### src/rtl/bcd_tick_counter.sv
// -----------------------------------------------------------------------------
// bcd_tick_counter
//
// Two-digit BCD counter (00..99) that feeds the HEX1/HEX0 seven-segment
// decoders. A prescaler divides CLOCK_50 into a count tick. The counter
// supports a synchronous load from switches, an enable/hold input and
// one-cycle pulses that flag each counted step and each wrap.
//
// Optional feature macro: BCD_DOWN_EN
//   defined   : DOWN selects the count direction (1 = down, 00 -> 99 wraps).
//   undefined : the counter counts up only; DOWN is accepted but ignored.
//
// Parameters
//   TICK_DIV  enabled clock cycles per count tick (>= 1)
//
// Ports
//   CLOCK_50  in   sole clock, rising edge
//   RST       in   asynchronous active-high reset
//   EN        in   count enable; prescaler and digits hold while low
//   LOAD      in   synchronous load strobe (wins over a coincident tick)
//   LD_VAL    in   load value, [7:4] tens, [3:0] ones; nibbles > 9 clamp to 9
//   DOWN      in   count direction (only with BCD_DOWN_EN)
//   DIG1      out  tens digit, registered
//   DIG0      out  ones digit, registered
//   TICK      out  high in the cycle a counted value first appears
//   WRAP      out  high in the cycle the wrapped value first appears
// -----------------------------------------------------------------------------
module bcd_tick_counter #(
  parameter int TICK_DIV = 50_000_000
) (
  input  logic       CLOCK_50,
  input  logic       RST,
  input  logic       EN,
  input  logic       LOAD,
  input  logic [7:0] LD_VAL,
  input  logic       DOWN,
  output logic [3:0] DIG1,
  output logic [3:0] DIG0,
  output logic       TICK,
  output logic       WRAP
);

  // A divide-by-1 prescaler still needs a 1-bit register to keep the
  // compare well formed; it simply never leaves 0.
  localparam int            PW   = (TICK_DIV > 1) ? $clog2(TICK_DIV) : 1;
  localparam logic [PW-1:0] PMAX = PW'(TICK_DIV - 1);

  logic [PW-1:0] r_pcnt;
  logic [3:0]    r_dig1;
  logic [3:0]    r_dig0;
  logic          r_tick;
  logic          r_wrap;

  logic          w_tick;
  logic [3:0]    w_ld1;
  logic [3:0]    w_ld0;
  logic [3:0]    w_up1;
  logic [3:0]    w_up0;
  logic          w_up_wrap;
  logic [3:0]    w_nxt1;
  logic [3:0]    w_nxt0;
  logic          w_nxt_wrap;

  assign w_tick = EN && (r_pcnt == PMAX);

  // Load clamp: any non-BCD nibble saturates at 9.
  assign w_ld1 = (LD_VAL[7:4] > 4'd9) ? 4'd9 : LD_VAL[7:4];
  assign w_ld0 = (LD_VAL[3:0] > 4'd9) ? 4'd9 : LD_VAL[3:0];

  // Per-nibble BCD increment.
  always_comb begin
    w_up1     = r_dig1;
    w_up0     = r_dig0 + 4'd1;
    w_up_wrap = 1'b0;
    if (r_dig0 >= 4'd9) begin
      w_up0 = 4'd0;
      if (r_dig1 >= 4'd9) begin
        w_up1     = 4'd0;
        w_up_wrap = 1'b1;
      end else begin
        w_up1 = r_dig1 + 4'd1;
      end
    end
  end

`ifdef BCD_DOWN_EN
  logic [3:0] w_dn1;
  logic [3:0] w_dn0;
  logic       w_dn_wrap;

  // Per-nibble BCD decrement.
  always_comb begin
    w_dn1     = r_dig1;
    w_dn0     = r_dig0 - 4'd1;
    w_dn_wrap = 1'b0;
    if (r_dig0 == 4'd0) begin
      w_dn0 = 4'd9;
      if (r_dig1 == 4'd0) begin
        w_dn1     = 4'd9;
        w_dn_wrap = 1'b1;
      end else begin
        w_dn1 = r_dig1 - 4'd1;
      end
    end
  end

  assign w_nxt1     = DOWN ? w_dn1     : w_up1;
  assign w_nxt0     = DOWN ? w_dn0     : w_up0;
  assign w_nxt_wrap = DOWN ? w_dn_wrap : w_up_wrap;
`else
  // Up-only build: the direction input is kept on the port list for
  // board compatibility but has no internal load.
  logic w_unused_down;
  assign w_unused_down = DOWN;

  assign w_nxt1     = w_up1;
  assign w_nxt0     = w_up0;
  assign w_nxt_wrap = w_up_wrap;
`endif

  // Priority: reset > load > tick > hold. TICK/WRAP are registered so they
  // line up with the digit update they describe.
  always_ff @(posedge CLOCK_50 or posedge RST) begin
    if (RST) begin
      r_pcnt <= '0;
      r_dig1 <= 4'd0;
      r_dig0 <= 4'd0;
      r_tick <= 1'b0;
      r_wrap <= 1'b0;
    end else if (LOAD) begin
      r_pcnt <= '0;
      r_dig1 <= w_ld1;
      r_dig0 <= w_ld0;
      r_tick <= 1'b0;
      r_wrap <= 1'b0;
    end else if (w_tick) begin
      r_pcnt <= '0;
      r_dig1 <= w_nxt1;
      r_dig0 <= w_nxt0;
      r_tick <= 1'b1;
      r_wrap <= w_nxt_wrap;
    end else begin
      r_tick <= 1'b0;
      r_wrap <= 1'b0;
      if (EN) begin
        r_pcnt <= r_pcnt + 1'b1;
      end
    end
  end

  assign DIG1 = r_dig1;
  assign DIG0 = r_dig0;
  assign TICK = r_tick;
  assign WRAP = r_wrap;

endmodule

### config.mk
export PLATFORM = sky130hd
export DESIGN_NAME = bcd_tick_counter
export DESIGN_NICKNAME = d
export VERILOG_FILES = /design/src/rtl/bcd_tick_counter.sv
export SDC_FILE = /design/constraint.sdc
export NUM_CORES = 1
export LEC_CHECK = 0
export ABC_AREA = 1
export CAP_MARGIN = 20
export CORE_MARGIN = 4
export CORE_UTILIZATION = 55
export CTS_CLUSTER_SIZE = 28
export DETAILED_ROUTE_END_ITERATION = 10
export PLACE_DENSITY_LB_ADDON = 0.08
export SLEW_MARGIN = 40
export SYNTH_ARGS = -nofsm -noshare
export SYNTH_HDL_FRONTEND = slang
export SYNTH_SLANG_ARGS = --single-unit
### constraint.sdc
create_clock -name CLOCK_50 -period 2.02 [get_ports CLOCK_50]
set_input_delay 0.303 -clock CLOCK_50 [delete_from_list [all_inputs] [get_ports CLOCK_50]]
set_output_delay 0.303 -clock CLOCK_50 [all_outputs]
set_load 0.01 [all_outputs]
==> results of run 1 <==
final cells by class:
| cell class | instances | area share, % |
|---|---|---|
| Multi-Input combinational cell | 247 | 44.6 |
| Sequential cell | 36 | 33.9 |
| Timing Repair Buffer | 28 | 10.4 |
| Inverter | 33 | 4.67 |
| Clock buffer | 6 | 2.73 |
| Tap cell | 50 | 2.36 |
| Clock inverter | 2 | 1.32 |
cell usage in the layout, fill, tap and decap left out, drive strengths merged:
cell | synthesis | layout
nor4 | 1 | 1
o21ai | 12 | 12
clkdlybuf4s50 | 0 | 21
nand2 | 95 | 95
buf | 6 | 7
nand3b | 1 | 1
dfrtp | 36 | 36
clkinv | 0 | 1
ha | 7 | 7
xor2 | 6 | 6
o21a | 1 | 1
inv | 33 | 33
nor2 | 66 | 66
nand4 | 6 | 6
or2 | 1 | 1
nor3b | 2 | 2
clkbuf | 0 | 6
nor3 | 7 | 7
o22ai | 1 | 1
xnor2 | 7 | 7
bufinv | 0 | 1
a21oi | 6 | 6
nand3 | 28 | 28
cells by family after synthesis:
logic type / count (synthesis) / synth area share (%)
AOI/OAI and AO/OA: 20 / 4.60
xor gates and xnor gates: 13 / 5.04
adders and majority gates: 7 / 3.88
buffers and inverters: 39 / 7.70
DFF: 36 / 39.9
and+or+nand+nor: 207 / 38.9
Yosys cell counts:
library cell / n
or2_2: 1
nor2_2: 3
buf_6: 2
nand3b_1: 1
xnor2_1: 7
inv_2: 1
buf_4: 3
nor2_4: 2
nor2_1: 61
xor2_1: 6
o22ai_1: 1
nand2_2: 2
buf_2: 1
o21ai_1: 1
nor3b_1: 2
nand3_1: 28
ha_1: 7
nand2_1: 93
a21oi_1: 6
o21ai_0: 11
nor4_1: 1
dfrtp_1: 36
nand4_1: 6
nor3_1: 7
o21a_1: 1
inv_1: 32
worst min-delay path, stage by stage:
cell,delay [ns]
clkdlybuf4s50_1,0.39
inv_1,0.05
buf_4,0.38
power groups by stage:
| stage | Clock [mW] | Combinational (mW) | Sequential (mW) |
|---|---|---|---|
| 4_1_cts | 0.638 | 0.361 | 0.837 |
| 5_1_grt | 0.674 | 0.401 | 0.848 |
| 3_3_place_gp | 0 | 0.351 | 0.849 |
| 3_5_place_dp | 0 | 0.359 | 0.850 |
| 6_report | 0.629 | 0.353 | 0.837 |
| 2_1_floorplan | 0 | 0.201 | 0.853 |
worst paths after layout:
kind	depth (start not counted)	slack (ns)	end
setup / recovery	11	0.33	DIG1[3]
hold / removal	3	0.40	r_pcnt[0]
setup reg to reg	11	0.33	DIG1[3]
hold reg to reg	2	0.52	r_pcnt[1]
max in group asynchronous	3	1.28	r_pcnt[11]
min in group CLOCK_50	2	0.52	r_pcnt[1]
state kept, by name, indices dropped and copies added, names as in the netlist:
name,count
DIG0,4
TICK,1
WRAP,1
r_pcnt,26
DIG1,4
stage by stage:
step                power, mW  setup WS [ns]
detailed placement       1.21          0.177
floorplan                1.05          0.578
finish                   1.82          0.328
global route             1.92          0.121
CTS                      1.84          0.310
global placement         1.20          0.184
routing by layer:
| metal | vias up | track usage (%) |
|---|---|---|
| li1 | 1070 | - |
| met1 | 916 | 27.4 |
| met2 | 42 | 36.2 |
| met3 | 7 | 4.29 |
| met4 | 0 | 7.10 |
| met5 | - | 0 |
==> qor.csv, run 1 <==
stage;metric;value;unit
outcome;status;finished clean;
global_routing;grt_pass1_wl;8830;microns
drt;wl_met3;201;microns
drt;top_layer;met4;
pwr;power.net_switching;0.509;mW
pwr;irDropWorstVdd;0.360;mV
pwr;seq_power_share;46.0;%
finish;nets;371;
hold_path;hold_path_class;in -> async;
setup_path;crit_buf_inv;1;
clock_tree;cts_tree;done;
pwr;power.density;685;nW/um^2
floorplanning;chipWidth;72.1;microns
pwr;switching_share;28.0;%
drt;wirelength_met1;2400;microns
global_routing;grt_usage;21.4;%
placement;io_buffers;21;
synth;synth.area.top_cells;dfrtp_1 40%, nand2_1 15%, nor2_1 10%;
finish;area_delta_synth_final;17.5;%
drt;first_pass_iters;4;
synth;yosysTopAreaCell;dfrtp_1;
drt;ant_nets;0;
sta;rsz0062_at_grt;false;
clock_tree;post_cts_resized;0;
placement;gp_congestion;0.908;
setup_path;critPathMostFrequentCell;nand2_1;
drt;via_per_inst;5.06;
global_routing;grt_pass1_vias;1976;
sta;slew_viol_final;0;
sta;finClkSkew;0.00974;ns
synth;netlist_area;2260;sq um
sta;layout_min_cycle_time;1.69;ns
synth;syn_inst;322;
sta;tightest_slew;0.457;ns
finish;postLayoutCoreUtil;66.4;%
drt;vias;2035;
sta;hold_violations;0;
finish;fillerInstances;377;
setup_path;path_class;reg -> reg;
synth;synth-seq-cells;36;
drt;drt_drc_violations_left;0;
setup_path;startpoint_type;flop;
synth;yosys.area.top_type_share;39.9;%
floorplanning;die_h;72.1;microns
drt;dr_wl_met2;2320;microns
run;maxCapViolations;0;
setup_path;r2r-start;r_pcnt[0];
setup_path;crit_family;simple AND/OR/NAND/NOR gates;
setup_path;crit_required;2.21;ns
global_routing;grt_overflow_total;0;
setup_path;critPathMaxStageDelay;0.38;ns
finish;drive_gt1_share;6.53;%
finish;fin_cells;402;
floorplanning;num_io_pins;23;
clock_tree;clk_pin_slew;0.08;ns
pwr;power_leakage;1.20;nW
clock_tree;htree_levels;2;
setup_path;end_kind;flop;
sta;whs;0.397;ns
placement;dp_hpwl;3730;microns
setup_path;path_max_fanout;20;
pwr;combPwrFrac;19.4;%
sta;finalCritPeriodShare;83.8;%
pwr;p_clk_share;34.6;%
sta;finalSetupTns;0;ns
synth;ys_warn_count;0;
finish;multi_input_area;1180;sq um
finish;final-seq-area;901;sq um
clock_tree;cts_root_buf;clkbuf_8;
clock_tree;cts_buffer_depth;2;
floorplanning;row_count;23;
sta;setup_viol;0;
setup_path;cp-startpoint;r_pcnt[0];
pwr;intPower;1.31;mW
clock_tree;holdBufCountCts;0;
finish;fin_area;2660;sq um
setup_path;slowest_stage;dfrtp_1;
drt;first_iter_violations;84;
setup_path;cp.arrival;1.88;ns
placement;dp_cells;394;
floorplanning;dieArea;5200;sq um
clock_tree;numCtsBuffers;5;
placement;dpl-instance-area;2550;sq um
setup_path;crit_chain;ha_1, nand2_2, nor2_4, nand2_1, nor2_1, nand2_1, nand2_1, buf_12, nand2_2, nand2_1, nand2_1;
global_routing;grt_start_max_net_pins;37;
sta;slew_headroom;69.5;%
drt;post_drt_wl_per_cell;12.4;microns
synth;ys_types;26;
clock_tree;clk-insertion-delay-late;0.29;ns
floorplanning;start_util;56.5;%
sta;maxClockFrequency;591;MHz
clock_tree;cts_post_setup_buffers_inserted;0;
synth;post_synth.cell_area_avg;7.02;sq um
clock_tree;clock-sinks;36;
drt;wl;4990;microns
synth;seq_area_frac_synth;39.9;%
synth;syn_nets;342;
floorplanning;core_area;4000;sq um
global_routing;antenna_found_initial;0;
finish;diodes;0;
Note: power is estimated with default switching activity, not from simulation.
==> inputs of run 2 (changes only) <==
CORE_UTILIZATION = 51   (was 55)
clock period = 1.44 ns   (was 2.02 ns; I/O delays follow)
==> qor.csv, run 2 (synthesized netlist as in run 1, its figures left out) <==
stage;metric;value;unit
placement;io_buffers;21;
global_routing;grt_pass1_vias;2420;
clock_tree;clk_pin_slew;0.08;ns
finish;fin_cells;461;
placement;dp_cells;445;
drt;first_pass_iters;5;
drt;wl;7180;microns
floorplanning;chipWidth;74.6;microns
global_routing;grt_start_max_net_pins;37;
floorplanning;num_io_pins;23;
sta;finalCritPeriodShare;110;%
floorplanning;die_h;74.6;microns
pwr;power_leakage;1.58;nW
setup_path;path_class;reg -> reg;
finish;drive_gt1_share;32.8;%
floorplanning;dieArea;5560;sq um
setup_path;path_max_fanout;8;
clock_tree;cts_tree;done;
run;maxCapViolations;0;
clock_tree;htree_levels;2;
finish;regMostFlops;r_pcnt;
drt;drt_drc_violations_left;0;
pwr;irDropWorstVdd;0.635;mV
placement;gp_congestion;1.01;
clock_tree;cts_root_buf;clkbuf_8;
finish;layout_commonest_cell;nand2_1;
setup_path;crit_buf_inv;2;
sta;finalWorstSetupSlack;-0.137;ns
finish;fillerInstances;263;
floorplanning;start_util;54.5;%
finish;most-common-layout-cells;75 x nand2_1, 57 x buf_4, 41 x nor2_1;
drt;vias;2489;
setup_path;cp.arrival;1.76;ns
placement;dp_hpwl;4730;microns
sta;finClkSkew;0.0100;ns
sta;slew_headroom;75.3;%
setup_path;slowest_stage;dfrtp_1;
outcome;status;finished with violations;
sta;finalSetupTns;-3.26;ns
setup_path;critPathMaxStageDelay;0.36;ns
clock_tree;clk-insertion-delay-late;0.29;ns
setup_path;crit_family;simple AND/OR/NAND/NOR gates;
finish;area_delta_synth_final;50.6;%
sta;tightest_slew;0.367;ns
pwr;p_total;2.69;mW
drt;first_iter_violations;228;
setup_path;startpoint_type;flop;
clock_tree;cts_buffer_depth;2;
sta;whs;0.279;ns
floorplanning;row_count;23;
drt;ant_nets;0;
placement;dp_slack;-0.339;ns
sta;slew_viol_final;0;
clock_tree;holdBufCountCts;0;
drt;post_drt_wl_per_cell;15.6;microns
finish;nets;431;
finish;largest_reg_flops;26;
outcome;failed_checks;setup timing;
sta;hold_violations;0;
global_routing;antenna_found_initial;0;
setup_path;end_kind;flop;
setup_path;crit_chain;ha_2, nand2_2, nor2_4, nand2_2, nor2_2, nand2_2, nand2_4, buf_12, buf_12, nor2_2;
finish;diodes;0;
sta;layout_min_cycle_time;1.58;ns
global_routing;grt_pass1_wl;11200;microns
hold_path;hold_path_class;in -> async;
sta;maxClockFrequency;634;MHz
clock_tree;numCtsBuffers;5;
setup_path;crit_required;1.62;ns
setup_path;critPathMostFrequentCell;nand2_2;
global_routing;grt_usage;27.0;%
floorplanning;core_area;4140;sq um
global_routing;grt_overflow_total;0;
pwr;power.density;789;nW/um^2
sta;setup_viol;34;
drt;via_per_inst;5.40;
clock_tree;clock-sinks;36;
sta;rsz0062_at_grt;true;
## run 2: final cells by class
| type | count | area [sq um] | share of cell area [%] |
|---|---|---|---|
| tap | 50 | 62.6 | 1.84 |
| clock buffer | 7 | 96.3 | 2.83 |
| inverter | 33 | 131 | 3.86 |
| timing repair buffer | 88 | 807 | 23.7 |
| sequential | 36 | 903 | 26.5 |
| multi-input combinational | 247 | 1400 | 41.2 |
## run 2: final timing paths
path | startpoint | endpoint | slack [ns] | cells past startpoint
worst max-delay path | r_pcnt[1] | r_pcnt[13] | -0.14 | 10
worst max register to register | r_pcnt[1] | r_pcnt[13] | -0.14 | 10
worst min-delay path | RST | r_pcnt[5] | 0.28 | 3
min in group CLOCK_50 | r_pcnt[25] | r_pcnt[25] | 0.57 | 3
worst min register to register | r_pcnt[25] | r_pcnt[25] | 0.57 | 3
max in group asynchronous | RST | DIG0[2] | 0.95 | 3
## run 2: power by group
group | total, mW | switching (mW) | leakage (nW) | internal, mW
clock | 0.790 | 0.364 | 0.0503 | 0.426
sequential | 1.15 | 0.0693 | 0.488 | 1.08
combinational | 0.743 | 0.384 | 1.04 | 0.359
total | 2.69 | 0.818 | 1.58 | 1.87
## run 2: timing repair
item	in CTS	in global routing
gates resized for setup	40	42
endpoints found under the setup margin	40	37
pin swaps	10	15
buffers inserted	5	3
gates cloned	1	1
hold endpoints to repair	0	0
## run 2: per-stage QoR
| step | utilization, % | cell area, sq um |
|---|---|---|
| finish | 82.1 | 3400 |
| global route | 82.1 | 3400 |
| CTS | 78.5 | 3250 |
| detailed placement | 71.6 | 2970 |
| global placement | 71.6 | 2970 |
| floorplan | - | 2260 |
## run 2: tightest hold or removal path: stages
cell and delay [ns]:
clkdlybuf4s50_1 0.40, inv_1 0.09, buf_12 0.23
## run 2: per-layer routing
| metal | routed length, microns | GRT usage [%] | vias to the layer above |
|---|---|---|---|
| met4 | 155 | 9.68 | 0 |
| met1 | 2950 | 34.0 | 1166 |
| li1 | - | - | 1190 |
| met3 | 497 | 5.14 | 16 |
| met2 | 3580 | 46.0 | 117 |
| met5 | 0 | 0 | - |
==> inputs of run 3 (changes only) <==
clock period = 1.3 ns   (was 1.44 ns; I/O delays follow)
==> qor.csv, run 3 (synthesized netlist as in run 1, its figures left out) <==
stage;metric;value;unit
outcome;status;finished with violations;
outcome;failed_checks;setup timing;
sta;setup_viol;35;
setup_path;startpoint_type;flop;
placement;io_buffers;21;
sta;slew_headroom;71.7;%
sta;tightest_slew;0.421;ns
global_routing;grt_pass1_vias;2448;
placement;dp_slack;-0.405;ns
pwr;irDropWorstVdd;0.704;mV
sta;whs;0.250;ns
clock_tree;cts_root_buf;clkbuf_8;
setup_path;path_max_fanout;7;
finish;largest_reg_flops;26;
drt;wl;7850;microns
global_routing;antenna_found_initial;0;
floorplanning;num_io_pins;23;
sta;finalSetupTns;-8.04;ns
sta;maxClockFrequency;637;MHz
floorplanning;dieArea;5560;sq um
finish;most-common-layout-cells;78 x nand2_1, 67 x buf_4, 35 x dfrtp_1, 35 x nor2_1, 31 x inv_1;
drt;vias;2654;
run;maxCapViolations;0;
placement;gp_congestion;0.929;
pwr;power_leakage;1.61;nW
sta;slew_viol_final;0;
finish;fin_area;3510;sq um
finish;fillerInstances;237;
finish;final-seq-area;902;sq um
sta;finalCritPeriodShare;121;%
global_routing;grt_pass1_wl;11500;microns
placement;dpl-instance-area;3020;sq um
floorplanning;core_area;4140;sq um
finish;multi_input_area;1470;sq um
finish;layout_commonest_cell;nand2_1;
finish;nets;441;
drt;ant_nets;0;
setup_path;path_class;reg -> reg;
finish;area_delta_synth_final;55.4;%
drt;via_per_inst;5.63;
finish;fin_cells;471;
floorplanning;row_count;23;
global_routing;grt_usage;27.5;%
sta;rsz0062_at_grt;true;
placement;dp_hpwl;4810;microns
floorplanning;chipWidth;74.6;microns
setup_path;cp.arrival;1.75;ns
clock_tree;htree_levels;2;
sta;layout_min_cycle_time;1.57;ns
clock_tree;cts_tree;done;
finish;regMostFlops;r_pcnt;
global_routing;grt_overflow_total;0;
drt;first_iter_violations;253;
hold_path;hold_path_class;in -> async;
clock_tree;holdBufCountCts;0;
clock_tree;cts_buffer_depth;2;
finish;drive_gt1_share;36.6;%
global_routing;grt_start_max_net_pins;37;
clock_tree;clk_pin_slew;0.08;ns
sta;hold_violations;0;
clock_tree;clk-insertion-delay-late;0.29;ns
drt;post_drt_wl_per_cell;16.7;microns
pwr;power.density;866;nW/um^2
clock_tree;numCtsBuffers;5;
sta;finClkSkew;0.00904;ns
placement;dp_cells;454;
clock_tree;clock-sinks;36;
floorplanning;die_h;74.6;microns
floorplanning;start_util;54.5;%
setup_path;crit_required;1.48;ns
finish;diodes;0;
setup_path;end_kind;flop;
sta;finalWorstSetupSlack;-0.271;ns
drt;drt_drc_violations_left;0;
drt;first_pass_iters;7;
run 3: layer usage:
layer | GRT usage [%] | vias to the layer above | routed length, microns
li1 | - | 1214 | -
met5 | 0 | - | 0
met2 | 45.3 | 164 | 3880
met3 | 5.68 | 37 | 643
met4 | 12.3 | 0 | 312
met1 | 34.9 | 1239 | 3010
run 3: final timing paths:
path                              end  slack (ns)  depth (start not counted)        from
max                        r_pcnt[17]       -0.27                         10   r_pcnt[0]
min                         r_pcnt[8]        0.25                          3         RST
max reg2reg                r_pcnt[17]       -0.27                         10   r_pcnt[0]
min reg2reg                r_pcnt[22]        0.57                          3  r_pcnt[22]
max in group asynchronous     DIG0[3]        0.85                          3         RST
min in group CLOCK_50      r_pcnt[22]        0.57                          3  r_pcnt[22]
run 3: timing repair:
action / CTS / global route
pin swaps: 15 / 15
endpoints found under the setup margin: 45 / 40
gates resized for setup: 65 / 43
buffers inserted: 7 / 5
run 3: area by class of cell:
type,count,share of cell area [%]
Sequential cell,36,25.7
Clock buffer,7,2.74
Timing Repair Buffer,98,24.2
Inverter,33,3.67
Tap cell,50,1.78
Multi-Input combinational cell,247,41.9
run 3: power breakdown:
group	internal, mW	switching [mW]	leakage [nW]	total [mW]
clock network	0.473	0.414	0.0503	0.887
logic	0.426	0.468	1.07	0.895
registers	1.20	0.0597	0.490	1.26
run 3: critical path, stage by stage, from the launching register on:
cell and delay (ns):
dfrtp_1 0.37, ha_2 0.19, nand2_2 0.07, nor2_4 0.11, nand2_2 0.07, nor2_2 0.11, nand2_2 0.09, nand2_4 0.08
buf_8 0.15, buf_12 0.17, nor3_4 0.04
run 3: metrics by stage:
stage	total power [mW]	util, %
3_3_place_gp	2.02	72.9
4_1_cts	2.94	81.0
2_1_floorplan	1.64	-
5_1_grt	3.18	84.7
3_5_place_dp	2.03	72.9
6_report	3.04	84.7
